[src/rtl/eth_rst_pkg.sv]
// Shared types and constants for the Ethernet reset sequencer.
// Holds the sequencer states, the output bundle and its per-state decode.
package eth_rst_pkg;

  typedef enum logic [2:0] {
    ST_WAIT_LOCK = 3'd0,
    ST_PHY_RST   = 3'd1,
    ST_PHY_WAIT  = 3'd2,
    ST_CORE_DLY  = 3'd3,
    ST_RUN       = 3'd4
  } eth_rst_st_t;

  localparam int RELOCK_CNT_W = 8;
  localparam logic [RELOCK_CNT_W-1:0] RELOCK_CNT_MAX = 8'hFF;
  localparam logic [RELOCK_CNT_W-1:0] RELOCK_CNT_ONE = 8'h01;
  localparam logic [RELOCK_CNT_W-1:0] RELOCK_CNT_ZERO = 8'h00;

  typedef struct packed {
    logic phy_rst_n;
    logic mac_rst;
    logic core_rst;
    logic rst_done;
  } rst_out_t;

  localparam rst_out_t RST_OUT_INIT = '{phy_rst_n: 1'b0, mac_rst: 1'b1, core_rst: 1'b1, rst_done: 1'b0};

  function automatic int max_of4(input int a, input int b, input int c, input int d);
    int m;
    m = a;
    if (b > m) m = b;
    else m = m;
    if (c > m) m = c;
    else m = m;
    if (d > m) m = d;
    else m = m;
    return m;
  endfunction

  // Resets release cumulatively: PHY first, then MAC, then core.
  function automatic rst_out_t decode_outputs(input eth_rst_st_t st);
    rst_out_t o;
    o = RST_OUT_INIT;
    case (st)
      ST_WAIT_LOCK: o = RST_OUT_INIT;
      ST_PHY_RST:   o = RST_OUT_INIT;
      ST_PHY_WAIT:  o = '{phy_rst_n: 1'b1, mac_rst: 1'b1, core_rst: 1'b1, rst_done: 1'b0};
      ST_CORE_DLY:  o = '{phy_rst_n: 1'b1, mac_rst: 1'b0, core_rst: 1'b1, rst_done: 1'b0};
      ST_RUN:       o = '{phy_rst_n: 1'b1, mac_rst: 1'b0, core_rst: 1'b0, rst_done: 1'b1};
      default:      o = RST_OUT_INIT;
    endcase
    return o;
  endfunction

endpackage

[src/rtl/eth_rst_seq_if.sv]
// Lock input and reset outputs of the Ethernet reset sequencer.
// The sequencer is the master; whatever consumes the resets is the slave.
interface eth_rst_seq_if;
  import eth_rst_pkg::*;

  logic                    clk_locked;
  logic                    phy_rst_n;
  logic                    mac_rst;
  logic                    core_rst;
  logic                    rst_done;
  logic [RELOCK_CNT_W-1:0] relock_cnt;

  modport master (
    input  clk_locked,
    output phy_rst_n,
    output mac_rst,
    output core_rst,
    output rst_done,
    output relock_cnt
  );

  modport slave (
    output clk_locked,
    input  phy_rst_n,
    input  mac_rst,
    input  core_rst,
    input  rst_done,
    input  relock_cnt
  );
endinterface

[src/rtl/cdc_sync_bit.sv]
// Multi-flop synchronizer for a single asynchronous level signal.
// Reset clears every stage so the output starts low.
module cdc_sync_bit #(
  parameter int STAGES = 2
) (
  input  logic clk,
  input  logic rst,
  input  logic d,
  output logic q
);

  (* ASYNC_REG = "TRUE" *) logic [STAGES-1:0] sync_r;

  // Shift the asynchronous input through the synchronizer chain.
  always_ff @(posedge clk or posedge rst) begin
    if (rst) begin
      sync_r <= {STAGES{1'b0}};
    end else begin
      sync_r <= {sync_r[STAGES-2:0], d};
    end
  end

  assign q = sync_r[STAGES-1];

endmodule

[src/rtl/eth_rst_seq.sv]
// Ordered Ethernet reset sequencer: PHY reset pulse, MAC release, core release,
// restarted on any loss of MMCM lock, with a saturating relock event counter.
module eth_rst_seq
  import eth_rst_pkg::*;
#(
  parameter int SYNC_STAGES        = 2,
  parameter int LOCK_STABLE_CYCLES = 1024,
  parameter int PHY_RST_CYCLES     = 1250000,
  parameter int PHY_WAIT_CYCLES    = 625000,
  parameter int CORE_DLY_CYCLES    = 16
) (
  input  logic          clk_in,
  input  logic          rst_in,
  eth_rst_seq_if.master rst_if
);

  localparam int MAX_CYC = max_of4(LOCK_STABLE_CYCLES, PHY_RST_CYCLES, PHY_WAIT_CYCLES, CORE_DLY_CYCLES);
  localparam int CNT_W   = $clog2(MAX_CYC) + 1;

  // Loads are count-1 so that expiry is detected on the last cycle of each state.
  localparam logic [CNT_W-1:0] LOCK_LOAD     = CNT_W'(LOCK_STABLE_CYCLES - 1);
  localparam logic [CNT_W-1:0] PHY_RST_LOAD  = CNT_W'(PHY_RST_CYCLES - 1);
  localparam logic [CNT_W-1:0] PHY_WAIT_LOAD = CNT_W'(PHY_WAIT_CYCLES - 1);
  localparam logic [CNT_W-1:0] CORE_DLY_LOAD = CNT_W'(CORE_DLY_CYCLES - 1);
  localparam logic [CNT_W-1:0] CNT_ZERO      = {CNT_W{1'b0}};
  localparam logic [CNT_W-1:0] CNT_ONE       = {{(CNT_W-1){1'b0}}, 1'b1};

  logic                    lock_s;
  logic                    lock_loss_s;
  logic                    cnt_done_s;
  eth_rst_st_t             state_r;
  eth_rst_st_t             state_nxt_s;
  logic [CNT_W-1:0]        cnt_r;
  logic [CNT_W-1:0]        cnt_nxt_s;
  rst_out_t                out_r;
  rst_out_t                out_nxt_s;
  logic [RELOCK_CNT_W-1:0] relock_cnt_r;

  cdc_sync_bit #(
    .STAGES (SYNC_STAGES)
  ) u_lock_sync (
    .clk (clk_in),
    .rst (rst_in),
    .d   (rst_if.clk_locked),
    .q   (lock_s)
  );

  assign lock_loss_s = (state_r != ST_WAIT_LOCK) && !lock_s;
  assign cnt_done_s  = (cnt_r == CNT_ZERO);

  // Next-state and shared down-counter; lock loss outranks counter expiry.
  always_comb begin
    state_nxt_s = state_r;
    cnt_nxt_s   = cnt_r;
    if (lock_loss_s) begin
      state_nxt_s = ST_WAIT_LOCK;
      cnt_nxt_s   = LOCK_LOAD;
    end else begin
      case (state_r)
        ST_WAIT_LOCK: begin
          if (!lock_s) begin
            cnt_nxt_s = LOCK_LOAD;
          end else if (cnt_done_s) begin
            state_nxt_s = ST_PHY_RST;
            cnt_nxt_s   = PHY_RST_LOAD;
          end else begin
            cnt_nxt_s = cnt_r - CNT_ONE;
          end
        end
        ST_PHY_RST: begin
          if (cnt_done_s) begin
            state_nxt_s = ST_PHY_WAIT;
            cnt_nxt_s   = PHY_WAIT_LOAD;
          end else begin
            cnt_nxt_s = cnt_r - CNT_ONE;
          end
        end
        ST_PHY_WAIT: begin
          if (cnt_done_s) begin
            state_nxt_s = ST_CORE_DLY;
            cnt_nxt_s   = CORE_DLY_LOAD;
          end else begin
            cnt_nxt_s = cnt_r - CNT_ONE;
          end
        end
        ST_CORE_DLY: begin
          if (cnt_done_s) begin
            state_nxt_s = ST_RUN;
            cnt_nxt_s   = CNT_ZERO;
          end else begin
            cnt_nxt_s = cnt_r - CNT_ONE;
          end
        end
        ST_RUN: begin
          state_nxt_s = ST_RUN;
          cnt_nxt_s   = cnt_r;
        end
        default: begin
          state_nxt_s = ST_WAIT_LOCK;
          cnt_nxt_s   = LOCK_LOAD;
        end
      endcase
    end
  end

  assign out_nxt_s = decode_outputs(state_nxt_s);

  // State, counter and outputs update together so outputs track state on the same edge.
  always_ff @(posedge clk_in or posedge rst_in) begin
    if (rst_in) begin
      state_r <= ST_WAIT_LOCK;
      cnt_r   <= CNT_ZERO;
      out_r   <= RST_OUT_INIT;
    end else begin
      state_r <= state_nxt_s;
      cnt_r   <= cnt_nxt_s;
      out_r   <= out_nxt_s;
    end
  end

  // Relock events saturate rather than wrap so a flapping clock stays visible.
  always_ff @(posedge clk_in or posedge rst_in) begin
    if (rst_in) begin
      relock_cnt_r <= RELOCK_CNT_ZERO;
    end else if (lock_loss_s && (relock_cnt_r != RELOCK_CNT_MAX)) begin
      relock_cnt_r <= relock_cnt_r + RELOCK_CNT_ONE;
    end else begin
      relock_cnt_r <= relock_cnt_r;
    end
  end

  assign rst_if.phy_rst_n  = out_r.phy_rst_n;
  assign rst_if.mac_rst    = out_r.mac_rst;
  assign rst_if.core_rst   = out_r.core_rst;
  assign rst_if.rst_done   = out_r.rst_done;
  assign rst_if.relock_cnt = relock_cnt_r;

endmodule

[src/flat_wrapper.sv]
// flat-port wrapper written by rule: the top's interface ports become plain ports
module eth_rst_seq_flat import eth_rst_pkg::*;
#(
  parameter int SYNC_STAGES        = 2,
  parameter int LOCK_STABLE_CYCLES = 1024,
  parameter int PHY_RST_CYCLES     = 1250000,
  parameter int PHY_WAIT_CYCLES    = 625000,
  parameter int CORE_DLY_CYCLES    = 16
)
  (clk_in, rst_in, rst_if_clk_locked, rst_if_phy_rst_n, rst_if_mac_rst, rst_if_core_rst, rst_if_rst_done, rst_if_relock_cnt);
  eth_rst_seq_if rst_if_i ();
  input  logic clk_in;
  input  logic rst_in;
  input wire logic [$bits(rst_if_i.clk_locked)-1:0] rst_if_clk_locked;
  output wire logic [$bits(rst_if_i.phy_rst_n)-1:0] rst_if_phy_rst_n;
  output wire logic [$bits(rst_if_i.mac_rst)-1:0] rst_if_mac_rst;
  output wire logic [$bits(rst_if_i.core_rst)-1:0] rst_if_core_rst;
  output wire logic [$bits(rst_if_i.rst_done)-1:0] rst_if_rst_done;
  output wire logic [$bits(rst_if_i.relock_cnt)-1:0] rst_if_relock_cnt;
  assign rst_if_i.clk_locked = rst_if_clk_locked;
  assign rst_if_phy_rst_n = rst_if_i.phy_rst_n;
  assign rst_if_mac_rst = rst_if_i.mac_rst;
  assign rst_if_core_rst = rst_if_i.core_rst;
  assign rst_if_rst_done = rst_if_i.rst_done;
  assign rst_if_relock_cnt = rst_if_i.relock_cnt;
  eth_rst_seq #(.SYNC_STAGES(SYNC_STAGES), .LOCK_STABLE_CYCLES(LOCK_STABLE_CYCLES), .PHY_RST_CYCLES(PHY_RST_CYCLES), .PHY_WAIT_CYCLES(PHY_WAIT_CYCLES), .CORE_DLY_CYCLES(CORE_DLY_CYCLES)) u_core (.clk_in(clk_in), .rst_in(rst_in), .rst_if(rst_if_i));
endmodule
[config.mk]
export PLATFORM = sky130hd
export DESIGN_NAME = eth_rst_seq_flat
export DESIGN_NICKNAME = d
export VERILOG_FILES = /design/src/rtl/eth_rst_pkg.sv /design/src/rtl/eth_rst_seq_if.sv /design/src/rtl/cdc_sync_bit.sv /design/src/rtl/eth_rst_seq.sv /design/src/flat_wrapper.sv
export SDC_FILE = /design/constraint.sdc
export NUM_CORES = 1
export LEC_CHECK = 0
export BUFFER_PORTS_ARGS = -buffer_cell sky130_fd_sc_hd__buf_2
export CAP_MARGIN = 40
export CORE_ASPECT_RATIO = 1.4
export CORE_UTILIZATION = 60
export DETAILED_ROUTE_END_ITERATION = 16
export PLACE_DENSITY = 0.9
export REMOVE_ABC_BUFFERS = 1
export SYNTH_ARGS = -nofsm -noshare
export SYNTH_HDL_FRONTEND = slang
export SYNTH_SLANG_ARGS = --single-unit
[constraint.sdc]
create_clock -name clk_in -period 2.22 [get_ports clk_in]
set_input_delay 0.111 -clock clk_in [delete_from_list [all_inputs] [get_ports clk_in]]
set_output_delay 0.111 -clock clk_in [all_outputs]
set_load 0.02 [all_outputs]
==> metrics.csv <==
metric,value,unit
status,finished clean,
Fill cells,259,
Finish-stage setup viols,0,
final hold vios,0,
pre-CTS WS,209,ps
Post-synth EDFFs,0,
Worst-path clk slew,90,ps
design area,2620,sq um
DPL Wire Length,4.03,mm
critical path arrival,2370,ps
initial antenna violation count,0,
wire length of the first global-routing pass,9.41,mm
DRT Pass-1 Iters,5,
crit path kind,flip-flop to flip-flop,
Clock Sinks,39,
Post-CTS Setup Inserts,0,
post-synthesis sequential area ratio,0.417,
multi-input logic area,1250,sq um
core area,3710,sq um
Avg Synthesized Cell Area,9.79,sq um
worst r2r src,u_core.cnt_r[1],
Die H,76.0,microns
Comb pwr share,0.061,
I/O Pins,15,
post-synth cell types,61,
maximum clock frequency,459,MHz
Routability Congestion,0.939,
post-layout util,0.705,
global-route usage over all layers,0.317,
synthesized cell area,2350,sq um
Tot Pwr,1.42,mW
CTS root buffer,clkbuf_8,
Fin Clk Skew,12.8,ps
Hold Slack,379,ps
TNS Setup,0,ps
Crit. End Element,flip-flop,
synthesis-to-finish area growth,11.4,%
Worst Path Required,2410,ps
Detailed Route WL,5.99,mm
R2R depth,8,
Post-DRT Antenna Nets,0,
Die W,54.9,microns
DRC Markers,0,
Port Buffers,14,
Synth async-reset ratio,1.00,
Layout Cells excl Fill,305,
CTS Buf Count,5,
clock power share,0.429,
initial core utilization,0.633,
leakage power,1.19,nW
# diodes,0,
ratio of final minimum period to clock period,0.981,
sw frac,0.241,
Nets,268,
max-cap viol count,0,
routed vias/inst,6.92,
path category of the worst min-delay check,flip-flop to flip-flop,
fraction of layout cells with a size suffix above 1,0.228,
P_int,1.08,mW
Clock Latency Late Sink,310,ps
CTS tree,done,
max-slew violations,0,
Placed Instance Area,2460,sq um
Iter 0 DRT Violations,153,
Power Dens Cells,544,nW/um^2
sequential standard cell area,978,sq um
Syn Inst Count,240,
H-tree depth,2,
row count,26,
Worst-Margin Slew,504,ps
worst hold start,u_core.u_lock_sync.sync_r[0],
CP Max Fanout,8,
Placed Cells,295,
switching pwr,0.343,mW
CP Launch Type,flip-flop,
Synth Flop Type,dfrtp_1,
final worst slack,41.3,ps
wire per inst,19.6,microns
YS warnings,0,
Worst slew margin,0.664,
CP startpoint,u_core.cnt_r[1],
#FFs+latches synth,39,
largest net degree at the start of global routing,40,
Vias,2111,
Final Critical Period,2180,ps
maximum vdd drop,0.585,mV
sequential share of power,0.510,
global route total overflow,0,
worst hold stages,0,
Clock Tree Buf Depth,2,
vias in the first global route,1977,
Die Footprint,4170,sq um
==> kinds of logic after synthesis <==
| group | Yosys count | share of synthesized area |
|---|---|---|
| adder cells (fa/ha/maj) | 3 | 0.0160 |
| buffers and inverters | 22 | 0.0586 |
| AO/OA/AOI/OAI | 71 | 0.207 |
| XOR/XNOR | 11 | 0.0410 |
| multiplexers | 2 | 0.00906 |
| AND/OR/NAND/NOR | 92 | 0.251 |
| flip-flops | 39 | 0.417 |
==> timing repair <==
action,CTS,global route
endpoints found under the hold margin,38,0
hold buffers,2,0
endpoints found under the setup margin,0,12
resized for setup,0,4
==> layout by cell type, fill, tap and decap left out, types with 4 or more instances in the layout <==
master,instances
o21ai_1,7
nor2_1,14
and3_1,4
nor3_1,10
nand4_1,9
dfrtp_1,37
clkbuf_8,5
buf_2,14
a31oi_1,6
xnor2_1,7
inv_1,8
nor2b_1,5
o21ai_0,15
buf_4,13
nand2_1,16
a21oi_1,15
a21o_1,4
o21a_1,4
xor2_1,4
nand3_1,6
==> worst paths after layout <==
path,endpoint,slack [ps]
worst max-delay path,u_core.cnt_r[16],40
max in group asynchronous,u_core.cnt_r[21],1390
worst max register to register,u_core.cnt_r[16],40
min in group asynchronous,u_core.u_lock_sync.sync_r[1],460
worst min register to register,u_core.u_lock_sync.sync_r[1],380
worst min-delay path,u_core.u_lock_sync.sync_r[1],380
==> critical path: stages (launching register included) <==
cell and delay [ps]:
dfrtp_1 450, inv_1 130, ha_1 180, nor2b_1 330, nand3_4 210, o21ai_2 250
buf_4 210, o21ai_0 100, a22o_1 200
==> flip-flops by register name, summed over array words and instances (netlist names) <==
register	count
u_core.rst_if.relock_cnt	8
u_core.state_r	3
u_core.rst_if.core_rst	1
u_core.cnt_r	22
u_core.rst_if.mac_rst	1
u_core.rst_if.rst_done	1
u_core.rst_if.phy_rst_n	1
u_core.u_lock_sync.sync_r	2
==> routing by layer <==
metal  vias up  wire length (microns)  global-route usage
met2       129                   3120               0.512
met5         -                      0                   0
met4         0                    225               0.138
met1      1028                   2180               0.397
li1        929                      -                   -
met3        25                    456              0.0579
==> power by group through the flow <==
stage	Combinational (mW)	Sequential, mW	Clock [mW]
2_1_floorplan	0.0486	0.738	0
3_3_place_gp	0.0764	0.738	0
3_5_place_dp	0.0783	0.739	0
4_1_cts	0.0826	0.725	0.611
5_1_grt	0.0947	0.726	0.631
6_report	0.0871	0.726	0.611
==> final cells by class <==
type	instances	share of cell area
clock buffers	5	0.0263
clock inverters	3	0.0167
flip-flops and latches	39	0.374
repair buffers	29	0.0717
inverters	8	0.0115
well taps	42	0.0201
multi-input cells	179	0.480
==> synthesized netlist by cell type (2+ instances only) <==
library cell	count	share of area
xnor2_1	7	0.026
a21o_1	4	0.013
nand2_1	16	0.026
nor3_1	10	0.021
nor3_2	3	0.013
nor4_1	3	0.0080
buf_6	2	0.0096
and3_1	5	0.013
nand4_1	9	0.024
nor4_4	2	0.018
buf_4	2	0.0064
inv_1	8	0.013
o21a_1	4	0.013
nor2b_1	5	0.013
o21ai_1	7	0.015
clkbuf_8	2	0.012
a22o_1	2	0.0075
ha_1	3	0.016
xor2_1	4	0.015
nand2b_1	2	0.0053
o41ai_1	2	0.0075
dfrtp_1	37	0.39
and2_2	2	0.0064
dfstp_2	2	0.022
or3_1	3	0.0080
o21ai_0	15	0.032
a31oi_1	6	0.016
clkbuf_1	4	0.0064
nor2_1	14	0.022
nand3_1	7	0.015
nor3_4	3	0.021
a2bb2oi_1	2	0.0075
a21oi_1	15	0.032
Note: power is estimated with default switching activity, not from simulation.
